## config.mk

```make
export PLATFORM = sky130hd
export DESIGN_NAME = serial_adder
export DESIGN_NICKNAME = d
export VERILOG_FILES = /design/src/rtl/serial_adder_pkg.sv /design/src/rtl/serial_adder_full_adder.sv /design/src/rtl/serial_adder.sv
export SDC_FILE = /design/constraint.sdc
export NUM_CORES = 1
export LEC_CHECK = 0
export ABC_AREA = 1
export CAP_MARGIN = 20
export CORE_MARGIN = 10
export CORE_UTILIZATION = 35
export DETAILED_ROUTE_END_ITERATION = 8
export PLACE_DENSITY = 0.61
export SYNTH_ARGS = -nofsm -noshare
export SYNTH_HDL_FRONTEND = slang
export SYNTH_SLANG_ARGS = --single-unit
export TNS_END_PERCENT = 30
```

## constraint.sdc

```tcl
create_clock -name clk -period 1.3 [get_ports clk]
set_input_delay 0.39 -clock clk [delete_from_list [all_inputs] [get_ports clk]]
set_output_delay 0.39 -clock clk [all_outputs]
set_load 0.02 [all_outputs]
```

## src/rtl/serial_adder_pkg.sv

```systemverilog
// Shared types and defaults for the bit-serial adder.
// Holds the FSM state encoding and the default operand width.
package serial_adder_pkg;

  localparam int DEF_WIDTH = 8;

  typedef enum logic [1:0] {
    IDLE = 2'd0,
    RUN  = 2'd1,
    DONE = 2'd2
  } state_t;

endpackage

```

## src/rtl/serial_adder_full_adder.sv

```systemverilog
// One-bit adder cells used by the serial adder datapath.
// half_adder: in1,in2 -> sum,carry; full_adder: in1,in2,cin -> sum,carry.
module half_adder (
  input  logic in1,
  input  logic in2,
  output logic sum,
  output logic carry
);

  assign sum   = in1 ^ in2;
  assign carry = in1 & in2;

endmodule

module full_adder (
  input  logic in1,
  input  logic in2,
  input  logic cin,
  output logic sum,
  output logic carry
);

  logic s1;
  logic c1;
  logic c2;

  half_adder u_ha0 (
    .in1  (in1),
    .in2  (in2),
    .sum  (s1),
    .carry(c1)
  );

  half_adder u_ha1 (
    .in1  (s1),
    .in2  (cin),
    .sum  (sum),
    .carry(c2)
  );

  assign carry = c1 | c2;

endmodule

```

## src/rtl/serial_adder.sv

```systemverilog
// Bit-serial adder: one full-adder cell, WIDTH clocks per addition.
// Ports: clk, rst, start, in1, in2 -> busy, done, sum, carry.
module serial_adder
  import serial_adder_pkg::*;
#(
  parameter int WIDTH = DEF_WIDTH
) (
  input  logic             clk,
  input  logic             rst,
  input  logic             start,
  input  logic [WIDTH-1:0] in1,
  input  logic [WIDTH-1:0] in2,
  output logic             busy,
  output logic             done,
  output logic [WIDTH-1:0] sum,
  output logic             carry
);

  localparam int CW = $clog2(WIDTH + 1);
  localparam logic [CW-1:0] LAST = CW'(WIDTH - 1);

  state_t state;
  state_t state_nx;

  logic [WIDTH-1:0] a;
  logic [WIDTH-1:0] b;
  logic [CW-1:0]    cnt;
  logic             s_bit;
  logic             c_bit;

  // carry doubles as the running carry flop between bit slices
  full_adder u_fa (
    .in1  (a[0]),
    .in2  (b[0]),
    .cin  (carry),
    .sum  (s_bit),
    .carry(c_bit)
  );

  always_ff @(posedge clk or posedge rst) begin
    if (rst) state <= IDLE;
    else     state <= state_nx;
  end

  always_comb begin
    state_nx = state;
    unique case (state)
      IDLE:    if (start) state_nx = RUN;
      RUN:     if (cnt == LAST) state_nx = DONE;
      DONE:    state_nx = IDLE;
      default: state_nx = IDLE;
    endcase
  end

  always_ff @(posedge clk or posedge rst) begin
    if (rst) begin
      a     <= '0;
      b     <= '0;
      cnt   <= '0;
      sum   <= '0;
      carry <= 1'b0;
    end else begin
      unique case (state)
        IDLE: begin
          if (start) begin
            a     <= in1;
            b     <= in2;
            cnt   <= '0;
            carry <= 1'b0;
          end
        end
        RUN: begin
          // LSB-first result enters at the MSB end
          sum   <= {s_bit, sum[WIDTH-1:1]};
          a     <= a >> 1;
          b     <= b >> 1;
          carry <= c_bit;
          cnt   <= cnt + CW'(1);
        end
        default: ;
      endcase
    end
  end

  assign busy = (state == RUN);
  assign done = (state == DONE);

endmodule
```

# Word level (Yosys, flattened, before mapping)
# Cells that the tools add are included.
word_totals:
  ff_bits: 31
  out_inout_bits: 11
  wordCells: 32
op_classes:
  n_addsub: 1
  n_bitwise: 5
  n_mux: 11
  reduce_logical: 4
  n_eq_ne: 5
ops:
  columns: ["operator", "count"]
  rows:
  - ["one-hot mux 8 bit (2 select lines)", 2]
  - ["2-to-1 mux 8 bit", 2]
  - ["one-hot mux 4 bit (2 select lines)", 1]
  - ["adder 4 x 1 -> 4 bit (second input constant)", 1]
  - ["== test 4 x 3 -> 1 bit (second input constant)", 1]
  - ["2-to-1 mux 2 bit", 2]
  - ["2-to-1 mux 4 bit", 1]
  - ["one-hot mux 2 bit (2 select lines)", 1]
  - ["AND reduction 2 bit", 2]
  - ["bitwise AND 1 bit", 2]
  - ["== test 2 x 1 -> 1 bit (second input constant)", 1]
  - ["== test 2 bit (second input constant)", 1]
  - ["zero test 2 bit", 1]
  - ["inequality test 2 x 1 -> 1 bit (second input constant)", 1]
  - ["inequality test 2 bit (second input constant)", 1]
  - ["one-hot mux 1 bit (2 select lines)", 1]
  - ["nonzero test 2 bit", 1]
  - ["bitwise XOR 1 bit", 2]
  - ["2-to-1 mux 1 bit", 1]
  - ["bitwise OR 1 bit", 1]

# Longest topological paths before layout
# Gate-level depths: netlist (run 1).
logic_depth:
  depth_word: 4
  depth_mapped: 6
  ltp_nobuf: 5

# By module
# From an unflattened synthesis (run 1), not the netlist that was laid out.
hier_totals:
  hier_cells: 160
  area_unflattened_um2: 1428.9
by_module_without_submodules:
  columns: ["module", "cells_per_inst", "area_each_um2", "n_inst"]
  rows:
  - ["serial_adder", 155, 1392.6, 1]
  - ["half_adder", 1, 12.5, 2]
  - ["full_adder", 3, 11.3, 1]

# Least setup slack after synthesis (run 1)
# Ideal clock, no wire load.
synth_path:
  path_kind: "register -> register"
  start: "register carry"
  end: "register sum[7]"
  synth_period_minus_slack_ns: 1.248
  stages_incl_launch_ff: 4
  slack_ns: 0.052
  arrival_time_ns: 1.127
  n_path_buf: 0
  setup_time_ns: 0.121
  path_cell_list: "dfrtp_1 inv_1 fa_1 o21ai_1"
synth_via:
  elab_chain_cells: 1
synth_rtl:
  columns: ["element", "line", "source"]
  rows:
  - ["from (decl)", "serial_adder.sv:16", "output logic carry"]
  - ["from (signal assigned)", "serial_adder.sv:77", "carry <= c_bit;"]
  - ["bitwise XOR 1 bit", "serial_adder_full_adder.sv:10", "assign sum = in1 ^ in2;"]
  - ["to (signal assigned)", "serial_adder.sv:74", "sum <= {s_bit, sum[WIDTH-1:1]};"]
  - ["to (decl)", "serial_adder.sv:15", "output logic [WIDTH-1:0] sum,"]
# Every way passes these cells.
# A chain may end at the register's enable or synchronous reset.

# Worst setup path after layout (run 1)
layout_path:
  start: "register state[0]"
  end: "output busy"
layout_via:
  elab_chain_cells: 1
layout_rtl:
  columns: ["element", "line", "source"]
  rows:
  - ["from (decl)", "serial_adder.sv:22", "state_t state;"]
  - ["from (signal assigned)", "serial_adder.sv:42", "else state <= state_nx;"]
  - ["== test 2 x 1 -> 1 bit", "serial_adder.sv:85", "assign busy = (state == RUN);"]
  - ["to (decl)", "serial_adder.sv:13", "output logic busy,"]
# Every way passes these cells.

==> results of run 1 <==
## synthesized netlist by cell type, types with 2 or more instances
| cell | count |
|---|---|
| inv_1 | 5 |
| nor2_1 | 3 |
| dfrtp_1 | 31 |
| buf_6 | 2 |
| nand2_1 | 60 |
| o21ai_0 | 2 |
| buf_2 | 5 |
| nand3_1 | 35 |
## placed cells by master (no fill, tap or decap)
cell type        Yosys  routed
nor2_2               0       1
o21ai_1              1       1
clkbuf_1             0       1
buf_2                5       9
buf_12               0       3
nor2_4               1       1
ha_1                 1       1
fa_1                 1       1
buf_6                2       2
dfrtp_1             31      30
nand2_2              1       1
buf_4                1      12
nand2_1             60      60
clkbuf_8             0       5
nand3_1             35      35
o22ai_2              1       1
dfrtp_2              0       1
nand3_2              1       1
nor2_1               3       2
a21oi_2              0       1
clkdlybuf4s50_1      0      18
nand4_1              1       1
nand2_4              1       1
o21ai_0              2       2
inv_1                5       5
clkinv_4             0       1
inv_2                1       1
xnor2_1              1       1
## where the power goes
group	total [µW]	internal, µW	leakage [µW]	switching [µW]
Clock	685	356	0.0000371	329
Sequential	1600	1360	0.000398	243
Combinational	1800	761	0.000490	1040
## timing repair
action | 4_1_cts | 5_1_grt
endpoints found under the setup margin | 11 | 3
endpoints found under the hold margin | 0 | 0
gates resized for setup | 47 | 5
pin swaps | 2 | 0
buffers inserted | 1 | 0
## final cells by class
| class | instances | share of cell area |
|---|---|---|
| sequential | 31 | 0.414 |
| multi-input combinational | 111 | 0.286 |
| clock buffer | 6 | 0.0387 |
| inverter | 7 | 0.0167 |
| tap | 48 | 0.0320 |
| timing repair buffer | 44 | 0.212 |
## registers in the layout (all words and copies together) (netlist names)
name	count
a	8
b	8
carry	1
cnt	4
state	2
sum	8
## per-stage QoR
| step | setup TNS, ns | worst slack, ns |
|---|---|---|
| floorplan | 0 | 0.0518 |
| global placement | -2.68 | -0.249 |
| detailed placement | -3.29 | -0.249 |
| CTS | -0.157 | -0.0843 |
| global route | -0.202 | -0.107 |
| finish | -0.101 | -0.0562 |
## metal layers
metal | global-route usage | vias up | part of all wire
met3 | 0.0342 | 4 | 0.047
met5 | 0 | - | 0
met4 | 0.0369 | 0 | 0.012
met2 | 0.152 | 29 | 0.49
li1 | - | 586 | -
met1 | 0.102 | 558 | 0.45
## logic make-up (layout without fill, tap and decap cells)
family	count (synthesis)	after routing	synth area share
xor+xnor	1	1	0.00629
buf+inv	15	57	0.0620
fa+ha+maj	2	2	0.0234
compound gates	5	5	0.0234
simple gates	103	103	0.328
flops	31	31	0.557
## worst paths after layout
| path | from | end | slack [ns] | cells past startpoint |
|---|---|---|---|---|
| max | state[0] | busy | -0.06 | 3 |
| min | rst | sum[7] | 0.45 | 3 |
| max reg2reg | state[1] | cnt[2] | 0.08 | 7 |
| min reg2reg | sum[0] | sum[0] | 0.48 | 2 |
| max in group asynchronous | rst | state[0] | 0.66 | 3 |
| min in group clk | sum[0] | sum[0] | 0.48 | 2 |
## worst max-delay path, delay by kind of cell, from the launching register on
family | cells | cell delay (ns)
simple gates | 1 | 0.08
buf+inv | 2 | 0.17
flops | 1 | 0.44
==> results.cfg, run 1 <==
[run_status]
status = finished, violations left
violations = setup timing

[floorplan]
coreArea_mm2 = 0.00374
die_h_um = 83.1
rows = 22
ioPinCount = 30
initial_utilization = 0.372
die_w_um = 83.1
die_area_mm2 = 0.00690

[yosys]
yosysSeqAreaShare = 0.557
synthArstFlopShare = 1.00
synth-seq-cells = 31
synth_edf_count = 0
synth_area_leaders = dfrtp_1 (56%), nand2_1 (16%), nand3_1 (13%), buf_2 (1.8%), buf_6 (1.6%)
syn_area_mm2 = 0.00139
syn_inst = 157
yosysWarningCount = 0
yosysTopAreaCell = dfrtp_1
yosysUniqueCellTypes = 22
synthesis.nets = 178
synthFlopType = dfrtp_1
synthDominantCellAreaShare = 0.557
avgSynthCellArea_um2 = 8.87

[worst_setup_path]
cp_max_fo = 3
required_ns = 0.91
start_kind = register
end_kind = output port
max_stage_delay_ns = 0.44
crit_type = reg2out
cp_slowest_cell = dfrtp_2
arrival_ns = 0.97
crit_chain = nand2_4 > clkinv_4 > buf_6

[layout]
regArea_um2 = 777
final_util = 0.501
drive_above_1_share = 0.206
instances_no_fill = 247
nFillCells = 369
multiInputGateArea_um2 = 537
synthToLayoutAreaGrowth_pct = 34.7
final_area_mm2 = 0.00188
nets = 221
antenna_cells = 0

[cts]
cts.sinks = 31
numCtsBuffers = 5
insertion_delay_ns = 0.28
cts_root_buf = clkbuf_8
tritoncts = built
clk_pin_slew_ns = 0.06
ctsHoldBuffers = 0
htreeDepth = 2
clk_path_buf_depth = 2

[routing]
vias = 1177
via_per_inst = 4.77
dr.pass1.iters = 5
drt_iter0_drc = 107
drtAntennaViolNets = 0
post-route-drc-count = 0
wl_per_cell_um = 12.7
wirelength_um = 3140

[pwr]
ir_drop_v = 0.000779
power.density_mw_per_mm2 = 2180
p_total_uw = 4090
p_leak_uw = 0.000925

[placed_design]
placed_area_mm2 = 0.00183
place.gp.congestion = 0.721
place.detailed.hpwl_um = 2150
placedCellCount = 240
port_buffers = 29

[timing]
final-setup-viol-count = 2
setup_ws_ns = -0.0562
maxSlewViolCount = 0
hold-worst-slack_ns = 0.453
period_share = 1.04
worst_pin_slew_ns = 0.325
timing.fmax_ghz = 0.737
final_hold_viol_count = 0
slew_headroom = 0.783
period_minus_slack_ns = 1.36
rsz0062_at_grt = yes
clock_skew_ns = 0.00277

[grt]
overflow = 0
globalRouteTotalUtil = 0.0913
grt_pass1_wl_um = 5400
grt_pass1_vias = 1232
antenna_found_initial = 0
grt_max_degree = 33

[flow_run]
max_cap_violations = 0

[hold_path]
hp-class = in2async
No activity file was read; power rests on OpenSTA's default activity.
==> inputs of run 2 (changes only) <==
SKIP_LAST_GASP = 1   (was not set)
==> run 2 against run 1 <==
Against the previous run:
- the flow still finishes with violations (setup timing)
- clock skew hardly changed
- maximum frequency is 0.52% lower
- register-to-register slack hardly changed
- wire length is 0.83% lower
- global-route usage stayed put
- worst hold slack better by 0.0013 ns
- combinational power hardly changed
- non-clock buffer count stayed put
- sequential cell count stayed put
- power hardly changed
- sequential share of layout area is 0.45 points lower
- critical path type unchanged
- critical endpoint unchanged
==> results.cfg, run 2 (synthesis gave the netlist of run 1 again) <==
[routing]
drt_iter0_drc = 103
drtAntennaViolNets = 0
via_per_inst = 4.78
wl_per_cell_um = 12.6
vias = 1180
wirelength_um = 3110
topRoutingLayerUsed = met4
met2_length_um = 1510
dr.pass1.iters = 4
post-route-drc-count = 0
drt-met1-wl_um = 1410
met3_length_um = 158

[cts]
clk_pin_slew_ns = 0.06
numCtsBuffers = 5
insertion_delay_ns = 0.28
htreeDepth = 2
clk_path_buf_depth = 2
cts.sinks = 31
tritoncts = built
cts_root_buf = clkbuf_8
ctsHoldBuffers = 0

[worst_setup_path]
crit_type = reg2out
required_ns = 0.91
r2r_cells = 7
start_kind = register
arrival_ns = 0.97
cp_max_fo = 3
end_kind = output port

[floorplan]
initial_utilization = 0.372
die_h_um = 83.1
rows = 22
coreArea_mm2 = 0.00374
die_w_um = 83.1
ioPinCount = 30
die_area_mm2 = 0.00690

[timing]
period_minus_slack_ns = 1.36
clock_skew_ns = 0.00320
timing.fmax_ghz = 0.733
rsz0062_at_grt = yes
final-setup-viol-count = 9
period_share = 1.05
final_hold_viol_count = 0
maxSlewViolCount = 0
slew_headroom = 0.785
setup_ws_ns = -0.0633
worst_pin_slew_ns = 0.322

[pwr]
ir_drop_v = 0.000779
p_total_uw = 4080
power.density_mw_per_mm2 = 2160
p_leak_uw = 0.000938

[placed_design]
place.gp.congestion = 0.721
place.detailed.hpwl_um = 2150
port_buffers = 29
post-place-ws_ns = -0.249

[layout]
drive_above_1_share = 0.161
final_cell_mix = nand2_1 (60), nand3_1 (35), dfrtp_1 (31)
final_common_cell = nand2_1
antenna_cells = 0
synthToLayoutAreaGrowth_pct = 35.9
regArea_um2 = 776
multiInputGateArea_um2 = 533
nFillCells = 365
nets = 221
reg_top3 = a x8, b x8, sum x8

[grt]
grt_pass1_vias = 1232
grt_max_degree = 33
globalRouteTotalUtil = 0.0913
grt_pass1_wl_um = 5400
overflow = 0
antenna_found_initial = 0

[hold_path]
hp-class = in2async

[run_status]
violations = setup timing
status = finished, violations left

[flow_run]
max_cap_violations = 0
==> run 2: worst paths after layout <==
kind	from	to	slack, ns
worst max-delay path	state[0]	busy	-0.06
worst min-delay path	rst	sum[7]	0.45
worst max register to register	state[1]	cnt[2]	0.08
worst min register to register	sum[0]	sum[0]	0.48
max in group asynchronous	rst	sum[4]	0.68
min in group clk	sum[0]	sum[0]	0.48
==> run 2: timing repair <==
action,in CTS,in global routing
gates resized for setup,23,4
setup buffers,1,0
setup endpoints to repair,11,11
pin swaps,2,0
==> run 2: per-stage QoR <==
stage / util / std cells / hold WS [ns] / instance area (µm²) / setup TNS, ns
2_1_floorplan: - / 157 / 0.466 / 1390 / 0
3_3_place_gp: 0.489 / 240 / 0.465 / 1830 / -2.68
3_5_place_dp: 0.489 / 240 / 0.480 / 1830 / -3.29
4_1_cts: 0.506 / 247 / 0.459 / 1890 / -0.774
5_1_grt: 0.506 / 247 / 0.482 / 1890 / -0.878
6_report: 0.506 / 247 / 0.454 / 1890 / -0.522
==> run 2: layout make-up <==
type / count / area share
inverter: 7 / 0.0165
clock buffer: 6 / 0.0383
multi-input combinational: 111 / 0.282
sequential: 31 / 0.410
tap: 48 / 0.0317
timing repair buffer: 44 / 0.222
==> run 2: worst max-delay path: stages, from the launching register on <==
cell and delay (ns):
dfrtp_1 0.43, nand2_4 0.10, clkinv_4 0.05, buf_6 0.12
==> run 2: power by group <==
part / leakage, µW / switching, µW / total, µW / internal (µW)
clock: 0.0000371 / 328 / 684 / 356
sequential: 0.000399 / 240 / 1600 / 1360
combinational: 0.000502 / 1030 / 1800 / 776
total: 0.000938 / 1600 / 4080 / 2490
==> run 2: per-layer routing <==
metal / global-route usage / vias up
met5: 0 / -
met3: 0.0342 / 4
met2: 0.152 / 35
li1: - / 586
met1: 0.102 / 555
met4: 0.0369 / 0
